<file path="src/rtl/video_timing_pkg.sv">
// Shared raster timing definitions: 720p defaults, derived totals and the
// pixel-coordinate types used by the sprite and compositing stages.
package video_timing_pkg;

  localparam int unsigned ACTIVE_H_DEF = 1280;
  localparam int unsigned H_FP_DEF     = 110;
  localparam int unsigned H_SYNC_DEF   = 40;
  localparam int unsigned H_BP_DEF     = 220;
  localparam int unsigned ACTIVE_V_DEF = 720;
  localparam int unsigned V_FP_DEF     = 5;
  localparam int unsigned V_SYNC_DEF   = 5;
  localparam int unsigned V_BP_DEF     = 20;
  localparam int unsigned FC_W_DEF     = 6;

  localparam int unsigned TOTAL_H = ACTIVE_H_DEF + H_FP_DEF + H_SYNC_DEF + H_BP_DEF;
  localparam int unsigned TOTAL_V = ACTIVE_V_DEF + V_FP_DEF + V_SYNC_DEF + V_BP_DEF;

  localparam int unsigned HCOUNT_W = 11;
  localparam int unsigned VCOUNT_W = 10;

  typedef logic [HCOUNT_W-1:0] hcount_t;
  typedef logic [VCOUNT_W-1:0] vcount_t;

endpackage

</file>
<file path="src/rtl/mod_counter.sv">
// Modulo-MAX counter with enable; exposes its next value so the caller can
// register flags that line up with the count they describe.
module mod_counter #(
  parameter int unsigned MAX = 2,
  parameter int unsigned W   = 1
) (
  input  logic         clk_i,
  input  logic         rst_i,
  input  logic         en_i,
  output logic [W-1:0] count_o,
  output logic [W-1:0] count_next_c_o,
  output logic         wrap_c_o
);
  localparam logic [W:0]   ONE  = {{W{1'b0}}, 1'b1};
  localparam logic [W-1:0] LAST = W'(MAX - 1);

  logic [W-1:0] count_q;
  logic [W-1:0] count_d;
  logic [W:0]   sum_c;

  // Increment one bit wider so the carry never aliases into the wrap compare.
  assign sum_c    = {1'b0, count_q} + ONE;
  assign wrap_c_o = en_i && (count_q == LAST);

  // Next count: hold, step, or wrap to zero.
  always_comb begin
    count_d = count_q;
    if (en_i) begin
      count_d = wrap_c_o ? '0 : sum_c[W-1:0];
    end
  end

  // Count register with synchronous reset.
  always_ff @(posedge clk_i) begin
    if (rst_i) begin
      count_q <= '0;
    end else begin
      count_q <= count_d;
    end
  end

  assign count_o        = count_q;
  assign count_next_c_o = count_d;
endmodule

</file>
<file path="src/rtl/video_sig_gen.sv">
// Raster timing generator: pixel coordinates plus hsync, vsync, active-draw,
// new-frame strobe and frame counter, all registered with zero skew.
// Optional frame counter: define VIDEO_SIG_GEN_FC_EN; otherwise fc_out is 0.
module video_sig_gen
  import video_timing_pkg::*;
#(
  parameter int unsigned ACTIVE_H = ACTIVE_H_DEF,
  parameter int unsigned H_FP     = H_FP_DEF,
  parameter int unsigned H_SYNC   = H_SYNC_DEF,
  parameter int unsigned H_BP     = H_BP_DEF,
  parameter int unsigned ACTIVE_V = ACTIVE_V_DEF,
  parameter int unsigned V_FP     = V_FP_DEF,
  parameter int unsigned V_SYNC   = V_SYNC_DEF,
  parameter int unsigned V_BP     = V_BP_DEF,
  parameter int unsigned FC_W     = FC_W_DEF
) (
  input  logic            pixel_clk_in,
  input  logic            rst_in,
  output hcount_t         hcount_out,
  output vcount_t         vcount_out,
  output logic            hs_out,
  output logic            vs_out,
  output logic            ad_out,
  output logic            nf_out,
  output logic [FC_W-1:0] fc_out
);
  localparam int unsigned TOT_H = ACTIVE_H + H_FP + H_SYNC + H_BP;
  localparam int unsigned TOT_V = ACTIVE_V + V_FP + V_SYNC + V_BP;

  localparam hcount_t H_ACT    = hcount_t'(ACTIVE_H);
  localparam hcount_t HS_START = hcount_t'(ACTIVE_H + H_FP);
  localparam hcount_t HS_END   = hcount_t'(ACTIVE_H + H_FP + H_SYNC);
  localparam vcount_t V_ACT    = vcount_t'(ACTIVE_V);
  localparam vcount_t VS_START = vcount_t'(ACTIVE_V + V_FP);
  localparam vcount_t VS_END   = vcount_t'(ACTIVE_V + V_FP + V_SYNC);

  hcount_t h_q, h_d;
  vcount_t v_q, v_d;
  logic    h_wrap_c;
  logic    v_wrap_c;

  logic hs_q, hs_d;
  logic vs_q, vs_d;
  logic ad_q, ad_d;
  logic nf_q, nf_d;

  mod_counter #(.MAX(TOT_H), .W(HCOUNT_W)) u_hcnt (
    .clk_i          (pixel_clk_in),
    .rst_i          (rst_in),
    .en_i           (1'b1),
    .count_o        (h_q),
    .count_next_c_o (h_d),
    .wrap_c_o       (h_wrap_c)
  );

  mod_counter #(.MAX(TOT_V), .W(VCOUNT_W)) u_vcnt (
    .clk_i          (pixel_clk_in),
    .rst_i          (rst_in),
    .en_i           (h_wrap_c),
    .count_o        (v_q),
    .count_next_c_o (v_d),
    .wrap_c_o       (v_wrap_c)
  );

  // Decode flags from the next coordinates so they land with the counts.
  always_comb begin
    hs_d = 1'b0;
    vs_d = 1'b0;
    ad_d = 1'b0;
    nf_d = 1'b0;
    hs_d = (h_d >= HS_START) && (h_d < HS_END);
    vs_d = (v_d >= VS_START) && (v_d < VS_END);
    ad_d = (h_d < H_ACT) && (v_d < V_ACT);
    nf_d = (h_d == H_ACT) && (v_d == V_ACT);
  end

  // Flag registers.
  always_ff @(posedge pixel_clk_in) begin
    if (rst_in) begin
      hs_q <= 1'b0;
      vs_q <= 1'b0;
      ad_q <= 1'b0;
      nf_q <= 1'b0;
    end else begin
      hs_q <= hs_d;
      vs_q <= vs_d;
      ad_q <= ad_d;
      nf_q <= nf_d;
    end
  end

`ifdef VIDEO_SIG_GEN_FC_EN
  localparam logic [FC_W-1:0] FC_ONE = FC_W'(1);
  logic [FC_W-1:0] fc_q, fc_d;

  // Frame count steps together with the new-frame strobe.
  always_comb begin
    fc_d = fc_q;
    if (nf_d) begin
      fc_d = fc_q + FC_ONE;
    end
  end

  // Frame counter register, wraps naturally at 2^FC_W.
  always_ff @(posedge pixel_clk_in) begin
    if (rst_in) begin
      fc_q <= '0;
    end else begin
      fc_q <= fc_d;
    end
  end

  assign fc_out = fc_q;
`else
  assign fc_out = '0;
`endif

  assign hcount_out = h_q;
  assign vcount_out = v_q;
  assign hs_out     = hs_q;
  assign vs_out     = vs_q;
  assign ad_out     = ad_q;
  assign nf_out     = nf_q;
endmodule

</file>
<file path="config.mk">
export PLATFORM = sky130hd
export DESIGN_NAME = video_sig_gen
export DESIGN_NICKNAME = d
export VERILOG_FILES = /design/src/rtl/video_timing_pkg.sv /design/src/rtl/mod_counter.sv /design/src/rtl/video_sig_gen.sv
export SDC_FILE = /design/constraint.sdc
export NUM_CORES = 1
export LEC_CHECK = 0
export CAP_MARGIN = 20
export CELL_PAD_IN_SITES_DETAIL_PLACEMENT = 0
export CELL_PAD_IN_SITES_GLOBAL_PLACEMENT = 1
export CORE_MARGIN = 1
export CORE_UTILIZATION = 36
export DETAILED_ROUTE_END_ITERATION = 7
export PLACE_DENSITY = 0.88
export SLEW_MARGIN = 20
export SYNTH_ARGS = -nofsm -noshare
export SYNTH_HDL_FRONTEND = slang
export SYNTH_SLANG_ARGS = --single-unit
</file>
<file path="constraint.sdc">
create_clock -name pixel_clk_in -period 2.7 [get_ports pixel_clk_in]
set_input_delay 0.54 -clock pixel_clk_in [delete_from_list [all_inputs] [get_ports pixel_clk_in]]
set_output_delay 0.54 -clock pixel_clk_in [all_outputs]
set_load 0.005 [all_outputs]
</file>
==> results of run 1 <==
==> cells in the mapped netlist (all sizes together) (2+ instances only) <==
cell type,count
nor3,7
or2,3
nand4,9
or4,2
inv,3
a221oi,2
nand4b,2
a311o,2
or3b,2
nand2,14
nor2b,2
nor4,3
nand2b,2
o21ai,4
and4b,2
a211oi,2
dfxtp,25
clkbuf,8
o31ai,3
nand3,6
a21oi,8
or3,4
nor4b,2
nor2,28
xor2,6
xnor2,10
buf,10
ha,4
==> worst max-delay path, stage by stage, from the launching register on <==
cell and delay (ns):
dfxtp_1 0.36, or4b_4 0.57, or3_1 0.45, or4_4 0.54, nand2_1 0.10, nand4_1 0.17
nor4b_2 0.27
==> cell type report <==
type	count	area share, %
Inverter	3	0.603
Clock inverter	1	0.268
Sequential cell	25	26.8
Clock buffer	3	2.21
Tap cell	48	3.22
Multi-Input combinational cell	144	48.2
Timing Repair Buffer	38	18.8
==> cell families after synthesis <==
group / synth area share, %
adders and majority gates: 3.38
and+or+nand+nor: 34.5
buffers and inverters: 7.01
xor gates and xnor gates: 9.46
DFF: 33.8
AOI/OAI and AO/OA: 11.6
other: 0.253
==> power groups by stage <==
| stage | sequential, mW | clock, mW | combinational, mW |
|---|---|---|---|
| floorplan | 0.387 | 0 | 0.0292 |
| global placement | 0.383 | 0 | 0.0491 |
| detailed placement | 0.384 | 0 | 0.0490 |
| CTS | 0.375 | 0.228 | 0.0493 |
| global route | 0.376 | 0.249 | 0.0542 |
| finish | 0.375 | 0.225 | 0.0497 |
==> state kept, by name, summed over array words and instances (netlist names) <==
name	count
ad_out	1
hs_out	1
nf_out	1
u_hcnt.count_o	11
u_vcnt.count_o	10
vs_out	1
==> metrics by stage <==
step / hold slack, ns / total power [mW] / utilization (%)
finish: 0.543 / 0.650 / 49.2
floorplan: 0.489 / 0.416 / -
CTS: 0.537 / 0.653 / 49.1
global placement: 0.526 / 0.433 / 47.9
detailed placement: 0.524 / 0.433 / 47.9
global route: 0.558 / 0.678 / 49.2
==> layer usage <==
layer	up-vias	global-route usage (%)
met4	0	2.66
met1	613	22.7
met3	2	4.31
met5	-	0
li1	700	-
met2	36	28.7
==> final timing paths <==
check | slack [ns] | end | from
hold / removal | 0.54 | u_vcnt.count_o[9] | u_vcnt.count_o[9]
setup / recovery | 0.17 | nf_out | u_hcnt.count_o[3]
hold reg to reg | 0.54 | u_vcnt.count_o[9] | u_vcnt.count_o[9]
setup reg to reg | 0.17 | nf_out | u_hcnt.count_o[3]
==> timing repair <==
item | CTS | global route
buffers inserted | 0 | 0
gates resized for setup | 0 | 1
setup endpoints to repair | 0 | 2
==> reports/qor.txt, run 1 <==
RUN STATUS
--------------------------------------------------------------------------------------------------------
Run status                                                                                     completed

ROUTING
--------------------------------------------------------------------------------------------------------
Detail Route met3 WL                                                                              178 um
Drt first-iter violations                                                                             49
Vias per inst                                                                                       5.16
Routed Antenna Nets                                                                                    0
Final routed wirelength across all metal layers                                                  3450 um
Highest metal layer with signal wires                                                               met4
Number of remaining DRC errors                                                                         0
Per-cell routed wire length                                                                      13.2 um
Via count                                                                                           1351
Met1 Routed Length                                                                               1660 um
Met2 routed wirelength                                                                           1600 um
Drt first pass iters                                                                                   4

STA
--------------------------------------------------------------------------------------------------------
Setup WS post-layout                                                                            0.167 ns
Clock period minus worst slack                                                                   2.53 ns
Unrepaired setup endpoints after global routing                                                       no
Final-report hold violation count                                                                      0
Max Clock Freq                                                                                   395 MHz
Share of the clock period used by the worst path after layout                                      93.8%
Final Max Slew Viols                                                                                   0
Fin Setup TNS                                                                                       0 ns
Maximum clock skew at final layout                                                             0.0100 ns
Setup violations, final                                                                                0

CLOCK NETWORK
--------------------------------------------------------------------------------------------------------
Number of buffers between clock root and the deepest sink                                              2
Clk sinks                                                                                             25
Total clock buffers created by CTS                                                                     3
Clock network latency to the later pin of the worst-skew pair                                    0.27 ns
Post-CTS clock slew at the launch and capture registers of the worst setup and hold paths        0.10 ns
Count of hold buffers inserted by post-cts repair                                                      0
Buffer type at the clock tree root                                                              clkbuf_8
Clock tree from TritonCTS                                                                           done
Number of H-tree levels                                                                                1

SYNTH
--------------------------------------------------------------------------------------------------------
Post-synth top area share                                                                          33.8%
Gate Count Post-Synth                                                                                185
Synthesized area divided by synthesized cell count                                            8.01 sq um
Cell Area, Synth                                                                              1480 sq um
Count of synthesis-stage warnings from yosys                                                           0
Flip-flop cell with the highest count after synthesis                                            dfxtp_1
Number of distinct library cells after synthesis                                                      43
Seq/Total Area, Yosys                                                                              33.8%
Total of flip-flops plus latches after synthesis                                                      25
EDFF count, synth                                                                                      0
Fraction of registers with async set/reset                                                            0%
Cell type contributing the most total cell area after synthesis                                  dfxtp_1
Top post-synthesis cells by area                                                            dfxtp_1 (34%), nor2_1 (7.1%), xnor2_1 (5.9%)

FINISH
--------------------------------------------------------------------------------------------------------
Proportion of layout cells with a drive suffix above 1                                             12.1%
Most common library cell in the layout ignoring fill and taps                                     nor2_1
Final std cell area, no fill                                                                  1870 sq um
Multi-input gate area                                                                          900 sq um
Fill cell total of the finished layout                                                               393
FF+latch area                                                                                  500 sq um
Final Instance Count excl. Fillers                                                                   262
Inserted Diodes                                                                                        0
Layout net count                                                                                     221
Area added between synthesis and finish                                                            26.1%
Commonest cells after routing, fill and taps aside                                          nor2_1 (28), clkdlybuf4s50_1 (26), dfxtp_1 (25)

GLOBAL ROUTE
--------------------------------------------------------------------------------------------------------
Total global-route track usage                                                                     17.3%
Via count of the first global-routing pass                                                          1247
Antenna violations before repair                                                                       0
Pin count of the biggest net entering global routing                                                  15
First-pass GRT wire length                                                                       5820 um
Global route overflow                                                                                  0

POWER
--------------------------------------------------------------------------------------------------------
Peak supply drop                                                                              0.000339 V
Net Sw Power                                                                                    0.152 mW
Internal Dissipation                                                                            0.498 mW
Power density cells                                                                          348 nW/um^2
Combinational share of power                                                                        7.6%
Part of the total power dissipated in the clock network                                            34.7%
Switching Share                                                                                    23.3%
Leakage                                                                                         0.689 nW
Register share of total power                                                                      57.7%

PLACED DESIGN
--------------------------------------------------------------------------------------------------------
Buffers added on ports                                                                                26
Number of placed instances with taps included                                                        258
RD Place Congestion                                                                                0.853
HPWL reported at the end of detailed placement                                                   2550 um
Cell area reported after detailed placement                                                   1820 sq um
Placement Setup Slack                                                                           0.132 ns

FLOORPLAN
--------------------------------------------------------------------------------------------------------
Total die area                                                                                4380 sq um
Standard-cell row count                                                                               22
Starting density of the core                                                                       39.0%
# IOs                                                                                                 33
Die Ht                                                                                           66.2 um
Floorplan Core Area                                                                           3800 sq um
Die extent in x                                                                                  66.2 um

WORST SETUP PATH
--------------------------------------------------------------------------------------------------------
Highest net fanout along the worst path                                                                6
Arrival time worst endpoint                                                                      2.73 ns
Startpoint types                                                                               flip-flop
FF-to-FF path depth                                                                                    6
CP Data Required Time                                                                            2.89 ns
Setup crit end kind                                                                            flip-flop
Path type of the worst setup path                                                           flip-flop to flip-flop

FLOW RUN
--------------------------------------------------------------------------------------------------------
Count of maximum capacitance violations                                                                0

WORST HOLD PATH
--------------------------------------------------------------------------------------------------------
Number of cells traversed by the worst hold path                                                       2
Classification of the worst-slack hold path                                                 flip-flop to flip-flop

(Power assumes the default switching activity.)
==> run 2, diff against run 1 <==
--- a/config.mk
+++ b/config.mk
@@ -12,7 +12,6 @@
 export CORE_UTILIZATION = 36
 export DETAILED_ROUTE_END_ITERATION = 7
 export PLACE_DENSITY = 0.88
-export SLEW_MARGIN = 20
 export SYNTH_ARGS = -nofsm -noshare
 export SYNTH_HDL_FRONTEND = slang
 export SYNTH_SLANG_ARGS = --single-unit
==> results of run 2 <==
No change in the layout: final DEF, timing and power equal those of run 1.
